### config.mk
export PLATFORM = sky130hd
export DESIGN_NAME = zube_sched
export DESIGN_NICKNAME = d
export VERILOG_FILES = /design/src/rtl/zube_sched.sv
export SDC_FILE = /design/constraint.sdc
export NUM_CORES = 1
export LEC_CHECK = 0
export CORE_MARGIN = 2
export CORE_UTILIZATION = 35
export DETAILED_ROUTE_END_ITERATION = 10
export PLACE_DENSITY = 0.8
export SLEW_MARGIN = 20
export SYNTH_ARGS = -nofsm -noshare
export SYNTH_HDL_FRONTEND = slang
export SYNTH_SLANG_ARGS = --single-unit
### constraint.sdc
create_clock -name clk -period 2.12 [get_ports clk]
set_input_delay 0.212 -clock clk [delete_from_list [all_inputs] [get_ports clk]]
set_output_delay 0.212 -clock clk [all_outputs]
set_load 0.01 [all_outputs]
### src/rtl/zube_sched.sv
// zube_sched: Wishbone mailbox scheduler. Polls the mailbox STATUS register, then
// moves one byte per service between the mailbox and the rx/tx streams.
module zube_sched #(
  parameter logic [31:0] BASE_ADDRESS   = 32'h3000_0000,
  parameter int          POLL_CYCLES    = 1000,
  parameter int          TIMEOUT_CYCLES = 64
) (
  input  logic        clk,
  input  logic        reset_b,
  input  logic        enable,
  input  logic        zube_irq,
  output logic        wbm_cyc_out,
  output logic        wbm_stb_out,
  output logic        wbm_we_out,
  output logic [31:0] wbm_addr_out,
  output logic [31:0] wbm_data_out,
  input  logic [31:0] wbm_data_in,
  input  logic        wbm_ack_in,
  output logic        rx_valid,
  output logic [7:0]  rx_data,
  output logic        rx_ctrl,
  input  logic        rx_ready,
  input  logic        tx_valid,
  input  logic [7:0]  tx_data,
  input  logic        tx_ctrl,
  output logic        tx_ready,
  output logic        bus_error
);

  localparam logic [31:0] ADDR_DATA   = BASE_ADDRESS + 32'd4;
  localparam logic [31:0] ADDR_CTRL   = BASE_ADDRESS + 32'd8;
  localparam logic [31:0] ADDR_STATUS = BASE_ADDRESS + 32'd12;

  localparam int PW = (POLL_CYCLES > 1) ? $clog2(POLL_CYCLES) : 1;
  localparam int TW = (TIMEOUT_CYCLES > 1) ? $clog2(TIMEOUT_CYCLES) : 1;
  localparam logic [PW-1:0] POLL_LAST = PW'(POLL_CYCLES - 1);
  localparam logic [TW-1:0] TO_LAST   = TW'(TIMEOUT_CYCLES - 1);

  typedef enum logic [2:0] {
    S_IDLE, S_POLL, S_DECIDE, S_RX_READ, S_RX_HOLD, S_TX_WRITE, S_GAP
  } state_t;

  state_t          r_state;
  state_t          w_state_nxt;
  logic [PW-1:0]   r_poll_cnt;
  logic [TW-1:0]   r_to_cnt;
  logic            r_irq_pending;
  logic            r_tx_turn;
  logic [7:0]      r_status;
  logic            r_we;
  logic [31:0]     r_addr;
  logic [31:0]     r_wdata;
  logic            r_rx_valid;
  logic [7:0]      r_rx_data;
  logic            r_rx_ctrl;
  logic            r_bus_error;

  logic            w_cyc;
  logic            w_timeout;
  logic            w_tx_full;
  logic            w_rx_cand;
  logic            w_tx_cand;
  logic            w_serve_rx;
  logic            w_serve_tx;
  logic            w_poll_trig;
  logic            w_entering;
  logic            w_unused_rdata;

  assign w_cyc       = (r_state == S_POLL) || (r_state == S_RX_READ) || (r_state == S_TX_WRITE);
  assign w_timeout   = w_cyc && !wbm_ack_in && (r_to_cnt == TO_LAST);
  assign w_tx_full   = tx_ctrl ? r_status[7] : r_status[6];
  assign w_rx_cand   = r_status[1] | r_status[0];
  assign w_tx_cand   = tx_valid && !w_tx_full;
  assign w_serve_rx  = w_rx_cand && (!w_tx_cand || !r_tx_turn);
  assign w_serve_tx  = w_tx_cand && !w_serve_rx;
  assign w_entering  = (w_state_nxt != r_state);
  // A tx byte whose destination was last seen full does not force a poll; it waits
  // for an irq or the periodic poll instead of hammering STATUS.
  assign w_poll_trig = r_irq_pending || w_tx_cand || (r_poll_cnt == POLL_LAST);
  assign w_unused_rdata = ^wbm_data_in[31:8];

  // NOTE: every signal assigned in always_comb gets a default first, so no path
  // leaves it unassigned and no latch is inferred.
  always_comb begin
    w_state_nxt = r_state;
    unique case (r_state)
      S_IDLE:     if (enable && w_poll_trig) w_state_nxt = S_POLL;
      S_POLL: begin
        if (wbm_ack_in)     w_state_nxt = S_DECIDE;
        else if (w_timeout) w_state_nxt = S_IDLE;
      end
      S_DECIDE: begin
        if (!enable)         w_state_nxt = S_IDLE;
        else if (w_serve_rx) w_state_nxt = S_RX_READ;
        else if (w_serve_tx) w_state_nxt = S_TX_WRITE;
        else                 w_state_nxt = S_IDLE;
      end
      S_RX_READ: begin
        if (wbm_ack_in)     w_state_nxt = S_RX_HOLD;
        else if (w_timeout) w_state_nxt = S_IDLE;
      end
      S_RX_HOLD:  if (rx_ready) w_state_nxt = S_GAP;
      S_TX_WRITE: begin
        if (wbm_ack_in)     w_state_nxt = S_GAP;
        else if (w_timeout) w_state_nxt = S_IDLE;
      end
      S_GAP:      w_state_nxt = enable ? S_POLL : S_IDLE;
      default:    w_state_nxt = S_IDLE;
    endcase
  end

  // NOTE: sequential state uses non-blocking assignments so every register samples
  // pre-edge values, independent of block ordering.
  always_ff @(posedge clk or negedge reset_b) begin
    if (!reset_b) begin
      r_state       <= S_IDLE;
      r_poll_cnt    <= '0;
      r_to_cnt      <= '0;
      r_irq_pending <= 1'b0;
      r_tx_turn     <= 1'b0;
      r_status      <= '0;
      r_bus_error   <= 1'b0;
    end else begin
      r_state <= w_state_nxt;

      if (w_entering && (w_state_nxt == S_POLL))
        r_poll_cnt <= '0;
      else if ((r_state == S_IDLE) && (r_poll_cnt != POLL_LAST))
        r_poll_cnt <= r_poll_cnt + 1'b1;

      if (zube_irq)
        r_irq_pending <= 1'b1;
      else if (w_entering && (w_state_nxt == S_POLL))
        r_irq_pending <= 1'b0;

      if (w_entering)
        r_to_cnt <= '0;
      else if (w_cyc)
        r_to_cnt <= r_to_cnt + 1'b1;

      if ((r_state == S_POLL) && wbm_ack_in)
        r_status <= wbm_data_in[7:0];

      if ((r_state == S_DECIDE) && enable) begin
        if (w_serve_rx)      r_tx_turn <= 1'b1;
        else if (w_serve_tx) r_tx_turn <= 1'b0;
      end

      if (w_timeout)
        r_bus_error <= 1'b1;
    end
  end

  // Bus request fields are registered on entry so they stay stable until ack.
  always_ff @(posedge clk or negedge reset_b) begin
    if (!reset_b) begin
      r_we    <= 1'b0;
      r_addr  <= '0;
      r_wdata <= '0;
    end else if (w_entering) begin
      unique case (w_state_nxt)
        S_POLL: begin
          r_we    <= 1'b0;
          r_addr  <= ADDR_STATUS;
          r_wdata <= '0;
        end
        S_RX_READ: begin
          r_we    <= 1'b0;
          r_addr  <= r_status[1] ? ADDR_CTRL : ADDR_DATA;
          r_wdata <= '0;
        end
        S_TX_WRITE: begin
          r_we    <= 1'b1;
          r_addr  <= tx_ctrl ? ADDR_CTRL : ADDR_DATA;
          r_wdata <= {24'b0, tx_data};
        end
        default: begin
          r_we    <= 1'b0;
          r_addr  <= r_addr;
          r_wdata <= r_wdata;
        end
      endcase
    end
  end

  always_ff @(posedge clk or negedge reset_b) begin
    if (!reset_b) begin
      r_rx_valid <= 1'b0;
      r_rx_data  <= '0;
      r_rx_ctrl  <= 1'b0;
    end else if ((r_state == S_RX_READ) && wbm_ack_in) begin
      r_rx_valid <= 1'b1;
      r_rx_data  <= wbm_data_in[7:0];
      r_rx_ctrl  <= r_status[1];
    end else if ((r_state == S_RX_HOLD) && rx_ready) begin
      r_rx_valid <= 1'b0;
    end
  end

  assign wbm_cyc_out  = w_cyc;
  assign wbm_stb_out  = w_cyc;
  assign wbm_we_out   = r_we;
  assign wbm_addr_out = r_addr;
  assign wbm_data_out = r_wdata;
  assign rx_valid     = r_rx_valid;
  assign rx_data      = r_rx_data;
  assign rx_ctrl      = r_rx_ctrl;
  assign tx_ready     = (r_state == S_TX_WRITE) && wbm_ack_in;
  assign bus_error    = r_bus_error;

endmodule

## Word level (Yosys, flattened, before mapping)

Index checks and enable logic that the tools add are counted.

| word-level totals | value |
|---|---|
| flip-flop bits (word level) | 105 |
| bits in latches | 0 |
| RAM bits | 0 |
| memory bits (read-only) | 0 |
| output and inout port bits | 79 |
| memories | 0 |

| operators by class | value |
|---|---|
| add/subtract/negate cells | 2 |
| $mul | 0 |
| div/mod/pow operators | 0 |
| magnitude comparators | 0 |
| equal/unequal tests | 13 |
| shift-type cells | 0 |
| multiplexer cells | 27 |
| bitwise gates (word level) | 1 |
| reduce and logical (&&, ||, !) cells | 35 |

Operators with widths:

| cell | number |
|---|---|
| $pmux W32 S3 | 1 |
| $pmux W32 S2 | 1 |
| $mux W3 | 9 |
| $pmux W3 S7 | 1 |
| $mux W10 | 2 |
| $logic_and A1 B1 Y1 | 13 |
| $eq A3 B3 Y1 const B | 4 |
| $mux W6 | 2 |
| $reduce_bool A2 Y1 | 6 |
| $add A10 B1 Y10 const B | 1 |
| $eq A10 B10 Y1 const B | 1 |
| $ne A10 B10 Y1 const B | 1 |
| $eq A3 B2 Y1 const B | 3 |
| $mux W1 | 9 |
| $mux W4 | 2 |
| $add A6 B1 Y6 const B | 1 |
| $eq A3 B1 Y1 const B | 2 |
| $eq A6 B6 Y1 const B | 1 |
| $reduce_and A2 Y1 | 3 |
| $logic_not A1 Y1 | 5 |
| $logic_or A1 B1 Y1 | 5 |
| $logic_not A3 Y1 | 1 |
| $ne A3 B3 Y1 | 1 |
| $reduce_bool A3 Y1 | 1 |
| other kinds (2) | 2 |

## Logic depth before layout (Yosys ltp)

Gate-level depths: netlist (run 1).

| depth | value |
|---|---|
| depth in word-level cells | 16 |
| depth in mapped cells | 7 |
| depth with buffers taken out | 6 |

## Worst setup path after synthesis (run 1)

OpenSTA, ideal clock, no wires.

| timing path | value |
|---|---|
| path kind | register -> register |
| start point | reg r_poll_cnt[0] |
| end point | reg r_addr[3] (netlist: wbm_addr_out[3]) |
| arrival | 1.826 ns |
| required time | 1.995 ns |
| path slack | 0.169 ns |
| stages on the path, launching flop included | 8 |
| clock period less this slack | 1.951 ns |
| cells stage by stage | dfrtp_1 ha_1 nand4_1 nor3_2 o311ai_4 a21boi_2 buf_6 mux2_4 |

| between the ends | value |
|---|---|
| word-level cells in the longest chain between the ends | 8 |
| elaborated cells on any way between the ends | 12 |
| classes of those cells | eq/ne (5); mux (3); reduce/logical (4) |

Ends and longest elaborated chain:

| what | line | RTL |
|---|---|---|
| start, declared | 45 | `logic [PW-1:0] r_poll_cnt;` |
| start signal, assigned | 129 | `r_poll_cnt <= r_poll_cnt + 1'b1;` |
| $eq A10 B10 Y1 * | 79 | `assign w_poll_trig = r_irq_pending \|\| w_tx_cand \|\| (r_poll_cnt == POLL_LAST);` |
| $logic_or A1 B1 Y1 * | 79 |  |
| $logic_and A1 B1 Y1 * | 87 | `S_IDLE: if (enable && w_poll_trig) w_state_nxt = S_POLL;` |
| $mux W3 * | 87 |  |
| $pmux W3 S7 * | 86 | `unique case (r_state)` |
| $eq A3 B1 Y1, or another cell as far along | 161 | `unique case (w_state_nxt)` |
| $reduce_bool A3 Y1 (no line) | -- |  |
| $reduce_and A2 Y1 (no line) | -- |  |
| end signal, assigned | 169 | `r_addr <= r_status[1] ? ADDR_CTRL : ADDR_DATA;` |
| end signal, assigned | 174 | `r_addr <= tx_ctrl ? ADDR_CTRL : ADDR_DATA;` |
| end signal, assigned | 179 | `r_addr <= r_addr;` |
| end, declared | 51 | `logic [31:0] r_addr;` |

Mark *: on every way between the ends. The rest lies on a longest branch, timed or not. The select of a mux whose other input is x is not followed.
A chain may end at the register's enable or synchronous reset.

## Worst setup path in the final report (run 1)

| timing path | value |
|---|---|
| start point | in tx_ctrl |
| end point | reg r_irq_pending |

| between the ends | value |
|---|---|
| elaborated cells on any way between the ends | 20 |
| classes of those cells | eq/ne (2); mux (6); reduce/logical (12) |

RTL lines:

| what | line | RTL |
|---|---|---|
| start, declared | 25 | `input logic tx_ctrl,` |
| $mux W1 * | 71 | `assign w_tx_full = tx_ctrl ? r_status[7] : r_status[6];` |
| $logic_not A1 Y1 * | 73 | `assign w_tx_cand = tx_valid && !w_tx_full;` |
| $logic_and A1 B1 Y1 * | 73 |  |
| $logic_not A1 Y1 | 74 | `assign w_serve_rx = w_rx_cand && (!w_tx_cand \|\| !r_tx_turn);` |
| $logic_or A1 B1 Y1 | 74 |  |
| $logic_and A1 B1 Y1 | 74 |  |
| $mux W3 | 94 | `else if (w_serve_rx) w_state_nxt = S_RX_READ;` |
| $mux W3 | 93 | `if (!enable) w_state_nxt = S_IDLE;` |
| $pmux W3 S7 * | 86 |  |
| net w_state_nxt[1] | 44 | `state_t w_state_nxt;` |
| $ne A3 B3 Y1 / $eq A3 B1 Y1 (equally long branches) | 76, 133 |  |
| $logic_and A1 B1 Y1 * | 133 | `else if (w_entering && (w_state_nxt == S_POLL))` |
| $reduce_bool A2 Y1 (no line) * | -- |  |
| end signal, assigned | 119 | `r_irq_pending <= 1'b0;` |
| end signal, assigned | 132 | `r_irq_pending <= 1'b1;` |
| end signal, assigned | 134 | `r_irq_pending <= 1'b0;` |
| end, declared | 47 | `logic r_irq_pending;` |

The timed path passes the listed nets; every way through them passes the cells marked *.

==> results_dict.tcl, run 1 <==
set metrics [dict create \
    outcome "complete, no violations" \
    nFillCells 716 \
    postSynthRegisterBits 48 \
    crit_type "primary input to flop" \
    critPathMaxFanout 11 \
    die_h_um 92.60 \
    critPathLaunch "tx_ctrl" \
    nets 373 \
    async_flop_share 1.000 \
    grt_first_pass_wirelength_um 8873 \
    cp-endpoint "r_irq_pending$_DFFE_PN0P_" \
    worst_setup_path_end_kind "flop" \
    clock_path_buffers 2 \
    drive_gt1_frac 0.1667 \
    grt_antenna_before_repair 0 \
    crit_arrival_ns 2.21 \
    routed_wirelength_um 5305 \
    antennaDiodeCount 0 \
    synth_ff_type "dfrtp_1" \
    layout_common_cells "52 x conb_1, 49 x clkdlybuf4s50_1, 48 x dfrtp_1, 21 x nor2_1, 21 x nand2_1" \
    switching_power_w 0.001386 \
    syn_to_final_growth_pct 25.05 \
    worst_skew_pair.late_latency_ns 0.30 \
    min_path_type "primary input to async pin" \
    grt.total_usage 0.1287 \
    ys_seq_area_frac 0.4372 \
    maxCapViolations 0 \
    dp_hpwl_um 4022 \
    period_share 0.9531 \
    synthCells 258 \
    pin_count 127 \
    power_frac_comb 0.436 \
    seqPwrFrac 0.341 \
    synth.distinct_cells 57 \
    clock-sinks 48 \
    finalHoldViolCount 0 \
    io_buffers 50 \
    start_util 0.3593 \
    fin_crit_ns 2.021 \
    coreArea_um2 7647 \
    via_count 1931 \
    rows 32 \
    skew_ns 0.006607 \
    cts.clk_slew.worst_paths_ns 0.09 \
    tritoncts "built" \
    total_power_w 0.004048 \
    dieArea_um2 8575 \
    cts-root-buf "clkbuf_8" \
    clock.fmax_mhz 494.9 \
    worst_slew_pin_slew_ns 0.4913 \
    rrSetupSlack_ns 0.14 \
    worst_ir_drop_vdd_mv 0.6202 \
    setup_viol_count_final 0 \
    grt_pass1_vias 1870 \
    gp_congestion 0.8071 \
    postCtsSetupBuffers 0 \
    required_ns 2.31 \
    place_inst 417 \
    slew_viol_final 0 \
    reg2regPathDepth 6 \
    p_leak_nw 1.530 \
    stdcell_count 426 \
    r2r-end "wbm_addr_out[2]$_DFFE_PN0P_" \
    intPower_w 0.002662 \
    drt-initial-drc-count 141 \
    synth_edf_count 0 \
    setup.worst_path.start_class "primary input" \
    grt_start_max_net_pins 49 \
    cts_buffers 5 \
    wl_per_cell_um 12.45 \
    fp.dieW_um 92.60 \
    relSlewSlack 0.6705 \
    tns_ns 0 \
    dr.pass1.iters 4 \
    vias_per_cell 4.533 \
    synth_area_um2 2748 \
    drc 0 \
    cts-htree-levels 2 \
    power_density_nw_per_um2 1178 \
    r2r-start "r_poll_cnt[0]$_DFFE_PN0P_" \
    rsz0062_at_grt "no" \
    final_common_cell "conb_1" \
    postSynthAreaPerCell_um2 10.65 \
    grt-ovfl-total 0 \
    swShare 0.3424 \
    yosysWarningCount 0 \
    drtAntennaViolNets 0 \
    clkPwrFrac 0.222 \
]
## how the worst min path moves through the flow
stage,start,slack [ns],endpoint,depth (start not counted)
after floorplan,reset_b,-0.08,bus_error$_DFFE_PN0P_,0
after global placement,reset_b,0.22,rx_data[4]$_DFFE_PN0P_,2
after detailed placement,reset_b,0.22,rx_data[3]$_DFFE_PN0P_,2
after global routing,reset_b,0.44,rx_data[3]$_DFFE_PN0P_,3
final,reset_b,0.42,r_to_cnt[1]$_DFFE_PN0P_,3
after CTS,reset_b,0.42,bus_error$_DFFE_PN0P_,3
## synth_stat cells (2+ instances only)
library cell	instances	share of area
dfrtp_1	48	0.44
a31oi_1	2	0.0046
nor2_1	21	0.029
mux2i_1	3	0.011
nor3_1	3	0.0055
nor4_1	2	0.0046
a21oi_1	3	0.0055
nor2b_1	2	0.0046
ha_1	2	0.0091
mux2_2	12	0.049
clkbuf_1	2	0.0027
o21ai_0	3	0.0055
nand2_1	21	0.029
a22o_1	8	0.026
xnor2_1	10	0.032
a21o_1	2	0.0055
nand4_1	5	0.011
xor2_1	5	0.016
nand2b_1	2	0.0046
buf_4	56	0.15
nand4bb_1	2	0.0082
o31ai_2	2	0.0091
nand3_1	3	0.0055
buf_2	2	0.0036
inv_1	5	0.0068
## cells by family after synthesis
group	after synthesis	synth area share
and+or+nand+nor	72	0.1398
muxes	16	0.06557
other	1	0.001365
xor gates and xnor gates	15	0.04781
AOI/OAI and AO/OA	37	0.1275
DFF	48	0.4372
buffers and inverters	67	0.1717
adders and majority gates	2	0.009106
## worst max-delay path, cell delays in order
cell and delay (ns):
clkdlybuf4s50_1 0.51, mux2i_1 0.42, a311o_1 0.28, nand3_2 0.16, a2111oi_4 0.37, buf_6 0.19
o21bai_1 0.06
## flip-flops by register name, summed over array words and instances, names as in the netlist, 3 cells and up
register,count
r_poll_cnt,10
wbm_data_out,8
wbm_addr_out,3
rx_data,8
r_to_cnt,6
r_state,3
r_status,4
## per-stage QoR
step / hold WS, ns / util / area, µm² / setup slack [ns]
2_1_floorplan: -0.08359 / - / 2939 / 0.1688
3_3_place_gp: 0.2158 / 0.4254 / 3253 / -0.1410
3_5_place_dp: 0.2187 / 0.4254 / 3253 / -0.2032
4_1_cts: 0.4203 / 0.4475 / 3422 / 0.06068
5_1_grt: 0.4438 / 0.4493 / 3436 / 0.01839
6_report: 0.4191 / 0.4493 / 3436 / 0.09947
## what timing repair did
action                                  in CTS  in global routing
hold buffers                                 1                  0
endpoints found under the setup margin       0                 11
endpoints found under the hold margin       48                  0
gates resized for setup                      0                  4
## layer usage
layer	wire length (µm)	track usage	vias up	part of all wire
met5	0	0	-	0
met4	87	0.04602	0	0.016
met3	301	0.02766	9	0.057
met2	2584	0.2129	77	0.49
met1	2331	0.1662	933	0.44
li1	-	-	912	-
## cell type report
class	count	area, µm²	area share
flip-flops and latches	48	1201	0.3496
inverters	6	22.52	0.006555
well taps	102	127.6	0.03714
clock inverters	3	90.09	0.02622
clock buffers	5	68.82	0.02003
repair buffers	68	649.4	0.1890
multi-input cells	194	1276	0.3714
## power by group through the flow
stage               registers (W)  clock network [W]  logic (W)
floorplan                 0.00140                  0    0.00113
global placement          0.00138                  0    0.00170
detailed placement        0.00140                  0    0.00175
CTS                       0.00138           0.000926    0.00176
global route              0.00142           0.000956    0.00193
finish                    0.00138           0.000899    0.00177
No activity file was read; power rests on OpenSTA's default activity.
==> inputs of run 2 (changes only) <==
SLEW_MARGIN = 0   (was 20)
==> results of run 2 <==
Final layout, timing and power as in run 1 (identical DEF).
